## src/rtl/risc_pkg.sv

```systemverilog
// risc_pkg: shared widths, D-mux select encodings and register index constants
package risc_pkg;
   localparam int RISC_DATA_W = 8;
   localparam int RISC_ADDR_W = 3;
   localparam int R0 = 0;
   typedef enum logic [1:0] {
      MD_F   = 2'b00,
      MD_MEM = 2'b01,
      MD_Y   = 2'b10
   } md_e;
endpackage

```

## src/rtl/reg_array.sv

```systemverilog
// reg_array: 2**ADDR_W x DATA_W storage, one sync write port, two async read ports
//   clk, rst_n         clock, async active-low clear of all entries
//   we_i/waddr_i/wdata_i  write port, committed on rising edge
//   raddr_a_i/rdata_a_o   read port A (combinational)
//   raddr_b_i/rdata_b_o   read port B (combinational)
module reg_array
   import risc_pkg::*;
#(
   parameter int DATA_W = RISC_DATA_W,
   parameter int ADDR_W = RISC_ADDR_W
) (
   input  logic              clk,
   input  logic              rst_n,
   input  logic              we_i,
   input  logic [ADDR_W-1:0] waddr_i,
   input  logic [DATA_W-1:0] wdata_i,
   input  logic [ADDR_W-1:0] raddr_a_i,
   input  logic [ADDR_W-1:0] raddr_b_i,
   output logic [DATA_W-1:0] rdata_a_o,
   output logic [DATA_W-1:0] rdata_b_o
);
   logic [DATA_W-1:0] mem_q [2**ADDR_W];
   always_ff @(posedge clk or negedge rst_n)
      if (!rst_n) mem_q <= '{default: '0};
      else if (we_i) mem_q[waddr_i] <= wdata_i;
   assign rdata_a_o = mem_q[raddr_a_i];
   assign rdata_b_o = mem_q[raddr_b_i];
endmodule

```

## src/rtl/reg_file_wb.sv

```systemverilog
// reg_file_wb: write-back register plus register file with bypassed read ports
//   clk, rst_n       clock, async active-low reset
//   RW, DA, D_in     write request captured into the write-back register
//   AA/A_data        read port A, BA/B_data read port B (combinational)
//   wb_pending       write-back register holds an uncommitted write
//   wb_addr          destination of that pending write
module reg_file_wb
   import risc_pkg::*;
#(
   parameter int DATA_W  = RISC_DATA_W,
   parameter int ADDR_W  = RISC_ADDR_W,
   parameter bit ZERO_R0 = 1'b1
) (
   input  logic              clk,
   input  logic              rst_n,
   input  logic              RW,
   input  logic [ADDR_W-1:0] DA,
   input  logic [DATA_W-1:0] D_in,
   input  logic [ADDR_W-1:0] AA,
   input  logic [ADDR_W-1:0] BA,
   output logic [DATA_W-1:0] A_data,
   output logic [DATA_W-1:0] B_data,
   output logic              wb_pending,
   output logic [ADDR_W-1:0] wb_addr
);
   localparam logic [ADDR_W-1:0] R0_A = ADDR_W'(R0);
   logic              wb_valid_q, wb_valid_d;
   logic [ADDR_W-1:0] wb_addr_q, wb_addr_d;
   logic [DATA_W-1:0] wb_data_q, wb_data_d;
   logic [DATA_W-1:0] arr_a, arr_b;
   // Writes to a hard-wired R0 are dropped at capture so they never commit or bypass.
   always_comb begin
      wb_valid_d = RW && !(ZERO_R0 && DA == R0_A);
      wb_addr_d  = wb_valid_d ? DA : wb_addr_q;
      wb_data_d  = wb_valid_d ? D_in : wb_data_q;
   end
   always_ff @(posedge clk or negedge rst_n)
      if (!rst_n) begin
         wb_valid_q <= 1'b0;
         wb_addr_q  <= '0;
         wb_data_q  <= '0;
      end else begin
         wb_valid_q <= wb_valid_d;
         wb_addr_q  <= wb_addr_d;
         wb_data_q  <= wb_data_d;
      end
   reg_array #(.DATA_W(DATA_W), .ADDR_W(ADDR_W)) u_arr (
      .clk       (clk),
      .rst_n     (rst_n),
      .we_i      (wb_valid_q),
      .waddr_i   (wb_addr_q),
      .wdata_i   (wb_data_q),
      .raddr_a_i (AA),
      .raddr_b_i (BA),
      .rdata_a_o (arr_a),
      .rdata_b_o (arr_b)
   );
   // Bypass from the write-back register only; D_in is never forwarded combinationally.
   assign A_data = (ZERO_R0 && AA == R0_A) ? '0 : (wb_valid_q && wb_addr_q == AA) ? wb_data_q : arr_a;
   assign B_data = (ZERO_R0 && BA == R0_A) ? '0 : (wb_valid_q && wb_addr_q == BA) ? wb_data_q : arr_b;
   assign wb_pending = wb_valid_q;
   assign wb_addr    = wb_addr_q;
endmodule

```

## config.mk

```make
export PLATFORM = sky130hd
export DESIGN_NAME = reg_file_wb
export DESIGN_NICKNAME = d
export VERILOG_FILES = /design/src/rtl/risc_pkg.sv /design/src/rtl/reg_array.sv /design/src/rtl/reg_file_wb.sv
export SDC_FILE = /design/constraint.sdc
export NUM_CORES = 1
export LEC_CHECK = 0
export CORE_MARGIN = 8
export CORE_UTILIZATION = 45
export CTS_CLUSTER_DIAMETER = 80
export CTS_CLUSTER_SIZE = 28
export DETAILED_ROUTE_END_ITERATION = 10
export GPL_ROUTABILITY_DRIVEN = 0
export GPL_TIMING_DRIVEN = 0
export HOLD_SLACK_MARGIN = 0.02
export MAX_ROUTING_LAYER = met4
export PLACE_DENSITY = 0.67
export SYNTH_ARGS = -nofsm -noshare
export SYNTH_HDL_FRONTEND = slang
export SYNTH_HIERARCHICAL = 1
export SYNTH_SLANG_ARGS = --single-unit
```

## constraint.sdc

```tcl
create_clock -name clk -period 2.6 [get_ports clk]
set_input_delay 0.52 -clock clk [delete_from_list [all_inputs] [get_ports clk]]
set_output_delay 0.52 -clock clk [all_outputs]
set_load 0.03 [all_outputs]
```

After elaboration in Yosys (flattened, before gate mapping)
Cells that the tools add are included.
{ "classes": {"magnitude_cmp": 4, "n_eq_ne": 2, "mux": 13, "n_bitwise": 3, "reduce_logical": 8} }
{ "ops": {"columns": ["operator", "count"], "rows": [
  ["$mux 8", 9],
  ["$bwmux 64", 1],
  ["$bmux 8 s3", 2],
  ["$demux 8 s3", 1],
  ["$ge 4x4->1 const B", 3],
  ["$not 3->4", 3],
  ["$logic_not 3->1", 3],
  ["$eq 3x3->1", 2],
  ["$logic_and 1x1->1", 4],
  ["$lt 4x1->1 const B", 1],
  ["$logic_not 1->1", 1]
]} }
{ "word_totals": {"register_bits": 76, "word_cells": 41} }

Logic depth before layout (Yosys ltp)
{ "logic_depth": {"depth_word": 6, "depth_mapped": 6} }

Modules after synthesis
The synthesis kept the hierarchy.
{ "modules_own_cells": {"columns": ["mod", "n_inst", "cells_each", "area_each_um2", "seq_area_each_um2"], "rows": [
  ["reg_array", 1, 201, 3539.6, 1601.5],
  ["reg_file_wb", 1, 95, 893.4, 300.3]
]} }

Worst setup path before layout
No wires, ideal clock.
{ "synth_timing": {"kind": "input to output", "from": "input port BA[0]", "to": "output port B_data[0]", "t_arrival_ns": 1.811, "t_required_ns": 2.080, "slack_ns": 0.269, "stages": 6, "path_buffers": 2, "path_cell_list": "buf_6 -> buf_12 -> mux4_1 -> mux2_2 -> nand2_1 -> mux2i_1"} }
{ "synth_via": {"elab_chain_len": 6} }
{ "synth_lines": {"columns": ["element", "line", "text"], "rows": [
  ["from (decl)", "reg_file_wb.sv:20", "input logic [ADDR_W-1:0] BA,"],
  ["$not 3->4 (not written as such)", "reg_array.sv:27", "assign rdata_b_o = mem_q[raddr_b_i];"],
  ["$bmux 8 s3", "reg_array.sv:27", null],
  ["$mux 8 (not written as such) (2 in a row)", "reg_array.sv:27", null],
  ["named net arr_b[0]", "reg_file_wb.sv:30", "logic [DATA_W-1:0] arr_a, arr_b;"],
  ["$mux 8 (2 in a row)", "reg_file_wb.sv:60", "assign B_data = (ZERO_R0 && BA == R0_A) ? '0 : (wb_valid_q && wb_addr_q == BA) ? wb_data_q : arr_b;"],
  ["to (decl)", "reg_file_wb.sv:22", "output logic [DATA_W-1:0] B_data,"]
]} }
The timed path passes the listed nets, and every way through them passes these cells. The select of a mux whose other input is x is not followed.

Worst setup path in the final report
{ "layout_timing": {"from": "input port AA[2]", "to": "output port A_data[4]"} }
{ "layout_via": {"elab_chain_len": 6} }
{ "layout_lines": {"columns": ["element", "line", "text"], "rows": [
  ["from (decl)", "reg_file_wb.sv:19", "input logic [ADDR_W-1:0] AA,"],
  ["$not 3->4 (not written as such)", "reg_array.sv:26", "assign rdata_a_o = mem_q[raddr_a_i];"],
  ["$bmux 8 s3", "reg_array.sv:26", null],
  ["$mux 8 (not written as such) (2 in a row)", "reg_array.sv:26", null],
  ["named net arr_a[4]", "reg_file_wb.sv:30", null],
  ["$mux 8 (2 in a row)", "reg_file_wb.sv:59", "assign A_data = (ZERO_R0 && AA == R0_A) ? '0 : (wb_valid_q && wb_addr_q == AA) ? wb_data_q : arr_a;"],
  ["to (decl)", "reg_file_wb.sv:21", "output logic [DATA_W-1:0] A_data,"]
]} }
The timed path passes the listed nets, and every way through them passes these cells. The select of a mux whose other input is x is not followed.

==> impl_metrics.json <==
{
  "crit_arrival_ns": 2.05,
  "gr-total-overflow": 0,
  "start_util": 0.458,
  "vias": 2865,
  "use_met1": 0.226,
  "htree_levels": 3,
  "syn_area_sq_mm": 0.00443,
  "cts-buffers-inserted": 9,
  "drc": 0,
  "clk_latency_ns": 0.35,
  "clock.fmax_mhz": 389,
  "critPathMaxStageDelay_ns": 0.30,
  "cts-root-buf": "clkbuf_8",
  "met2_usage": 0.292,
  "cp_max_fo": 10,
  "cts_tree": "done",
  "coreArea_sq_mm": 0.00968,
  "drive_gt1_frac": 0.507,
  "outcome": "completed",
  "clk_pin_slew_worst_paths_ns": 0.08,
  "avgViaCountPerCell": 5.80,
  "die_h_um": 115,
  "final_cells": 494,
  "slew-limit-headroom": 0.419,
  "ys_seq_elements": 76,
  "drt_iter0_drc": 191,
  "portBuffers": 39,
  "power.density_mw_per_mm2": 914,
  "finalCriticalPeriod_ns": 2.57,
  "cts_hold_buf": 0,
  "num_io_pins": 40,
  "syn_inst": 296,
  "critPathBufInv": 4,
  "grt_pass1_vias": 2956,
  "routed_wl_mm": 11.1,
  "fin_crit_sh": 0.988,
  "dieArea_sq_mm": 0.0133,
  "cts_sinks": 76,
  "syn-num-nets": 316,
  "clockBufferDepth": 2,
  "p_leak_nw": 2.28,
  "grt_pass1_wl_mm": 17.1,
  "endpoint_kind": "output pin",
  "cp.required_ns": 2.08,
  "yosysTopAreaCell": "dfrtp_1",
  "cp_top_family": "buffers and inverters",
  "fin_tns_setup_ns": 0,
  "dp_hpwl_mm": 6.99,
  "grt_busiest_layer": "met2",
  "criticalPathCategory": "input port to output pin",
  "drtPass1Iterations": 4,
  "r2r_slack_ns": 0.58,
  "peakVddDrop_mv": 0.517,
  "critPathLaunchType": "input port",
  "diodes": 0,
  "routedWlPerCell_um": 22.5,
  "synth.avg_cell_area_sq_um": 15.0,
  "num_rows": 36,
  "cpMaxStageDelayCell": "mux4_2",
  "tightestPinTransition_ns": 0.868,
  "synth_seq_area_share": 0.429,
  "finalNetCount": 376,
  "use_met3": 0.0273,
  "grt_usage": 0.180,
  "synth_cell_type_count": 24,
  "antenna_found_initial": 0,
  "dp_cells": 469,
  "drv_cap": 0,
  "area_growth_pct": 20.6,
  "rsz0062_at_grt": "no",
  "skew_ns": 0.00769,
  "netlist.area_leader.share": 0.429,
  "maxSlewViolCount": 0,
  "synth_area_leaders": "dfrtp_1 43%, mux2_2 22%, mux4_1 17%, mux2i_1 3.6%, nand2_1 3.2%",
  "finalSetupViolCount": 0,
  "yosysWarnings": 6,
  "grt_max_degree": 58,
  "hp-class": "input port to asynchronous set/reset pin",
  "ant_nets": 0,
  "hold_violations": 0,
  "path_cells": "dlygate4sd2_1, clkbuf_8, buf_8, mux4_2, mux2_2, nand2_1, mux2i_4, buf_4",
  "die_width_um": 115
}
## repair_timing
action / CTS / global route
pin swaps: 0 / 0
gates cloned: 2 / 0
buffers inserted: 7 / 0
resized for setup: 133 / 14
endpoints found under the setup margin: 16 / 8
## kinds of logic after synthesis
kind of cell              synth area share
and+or+nand+nor                     0.0596
buffers and inverters               0.0469
muxes                                0.447
AOI/OAI and AO/OA                  0.00593
DFF                                  0.429
xor gates and xnor gates            0.0119
## final timing paths
path,from,endpoint,cells past startpoint
worst min-delay path,rst_n,wb_data_q[2],1
max in group asynchronous,rst_n,u_arr/mem_q[62],2
worst min register to register,u_arr/mem_q[55],u_arr/mem_q[55],1
min in group clk,u_arr/mem_q[55],u_arr/mem_q[55],1
worst max-delay path,AA[2],A_data[4],8
worst max register to register,wb_pending,u_arr/mem_q[60],3
## power breakdown
part / leakage, nW / switching (W) / total [W] / internal (W)
combinational: 1.25 / 0.000724 / 0.00178 / 0.00106
clock: 0.122 / 0.000449 / 0.00111 / 0.000664
sequential: 0.914 / 0.000364 / 0.00199 / 0.00163
## cell type report
type                    count  area, sq um
repair buffers             49          505
well taps                 133          166
clock buffers              10          138
inverters                   1         3.75
flip-flops and latches     76         1900
fillers                   802         4340
plain buffers              24          253
multi-input cells         195         2270
clock inverters             6          111
## sequential cells by signal (all words and copies together) (netlist names)
name and flops:
u_arr/mem_q 64, wb_data_q 8, wb_addr 3, wb_pending 1
## layout by cell type, fill, tap and decap left out, types with 10 or more instances in the layout
| master | count |
|---|---|
| mux4_2 | 22 |
| buf_4 | 17 |
| mux2i_1 | 15 |
| clkdlybuf4s50_1 | 18 |
| mux2_2 | 87 |
| clkbuf_8 | 12 |
| buf_2 | 12 |
| nand2_1 | 38 |
| mux4_1 | 10 |
| dfrtp_1 | 76 |
## through the flow
stage	setup WS [ns]	power (W)	util	hold slack (ns)	instance area, sq um
after detailed placement	-1.18	0.00376	0.518	0.426	5010
after global routing	0.00151	0.00516	0.552	0.0508	5350
final	0.0320	0.00489	0.552	0.0473	5350
after CTS	0.0295	0.00487	0.549	0.0439	5320
after global placement	-1.63	0.00368	0.515	0.495	4990
after floorplan	0.269	0.00318	-	0.224	4430
## layer usage
| layer | share of wire | vias to the layer above |
|---|---|---|
| li1 | - | 1248 |
| met1 | 0.44 | 1501 |
| met2 | 0.49 | 100 |
| met3 | 0.047 | 16 |
| met4 | 0.020 | 0 |
| met5 | 0 | - |
## synthesized netlist by cell type (all sizes together)
cell type,n
o31ai,1
nor4bb,3
nor4b,1
a22o,1
and4,2
inv,1
nand2,38
nand4b,3
clkbuf,3
mux4,32
buf,21
dfrtp,76
mux2i,16
mux2,88
nand4,1
xnor2,6
o21ai,1
or3,2
## worst register-to-register path: stages (launching register included)
cell	delay [ns]
dfrtp_1	0.43
clkbuf_1	0.28
nor4b_4	0.78
mux2_2	0.42
No activity file was read; power rests on OpenSTA's default activity.
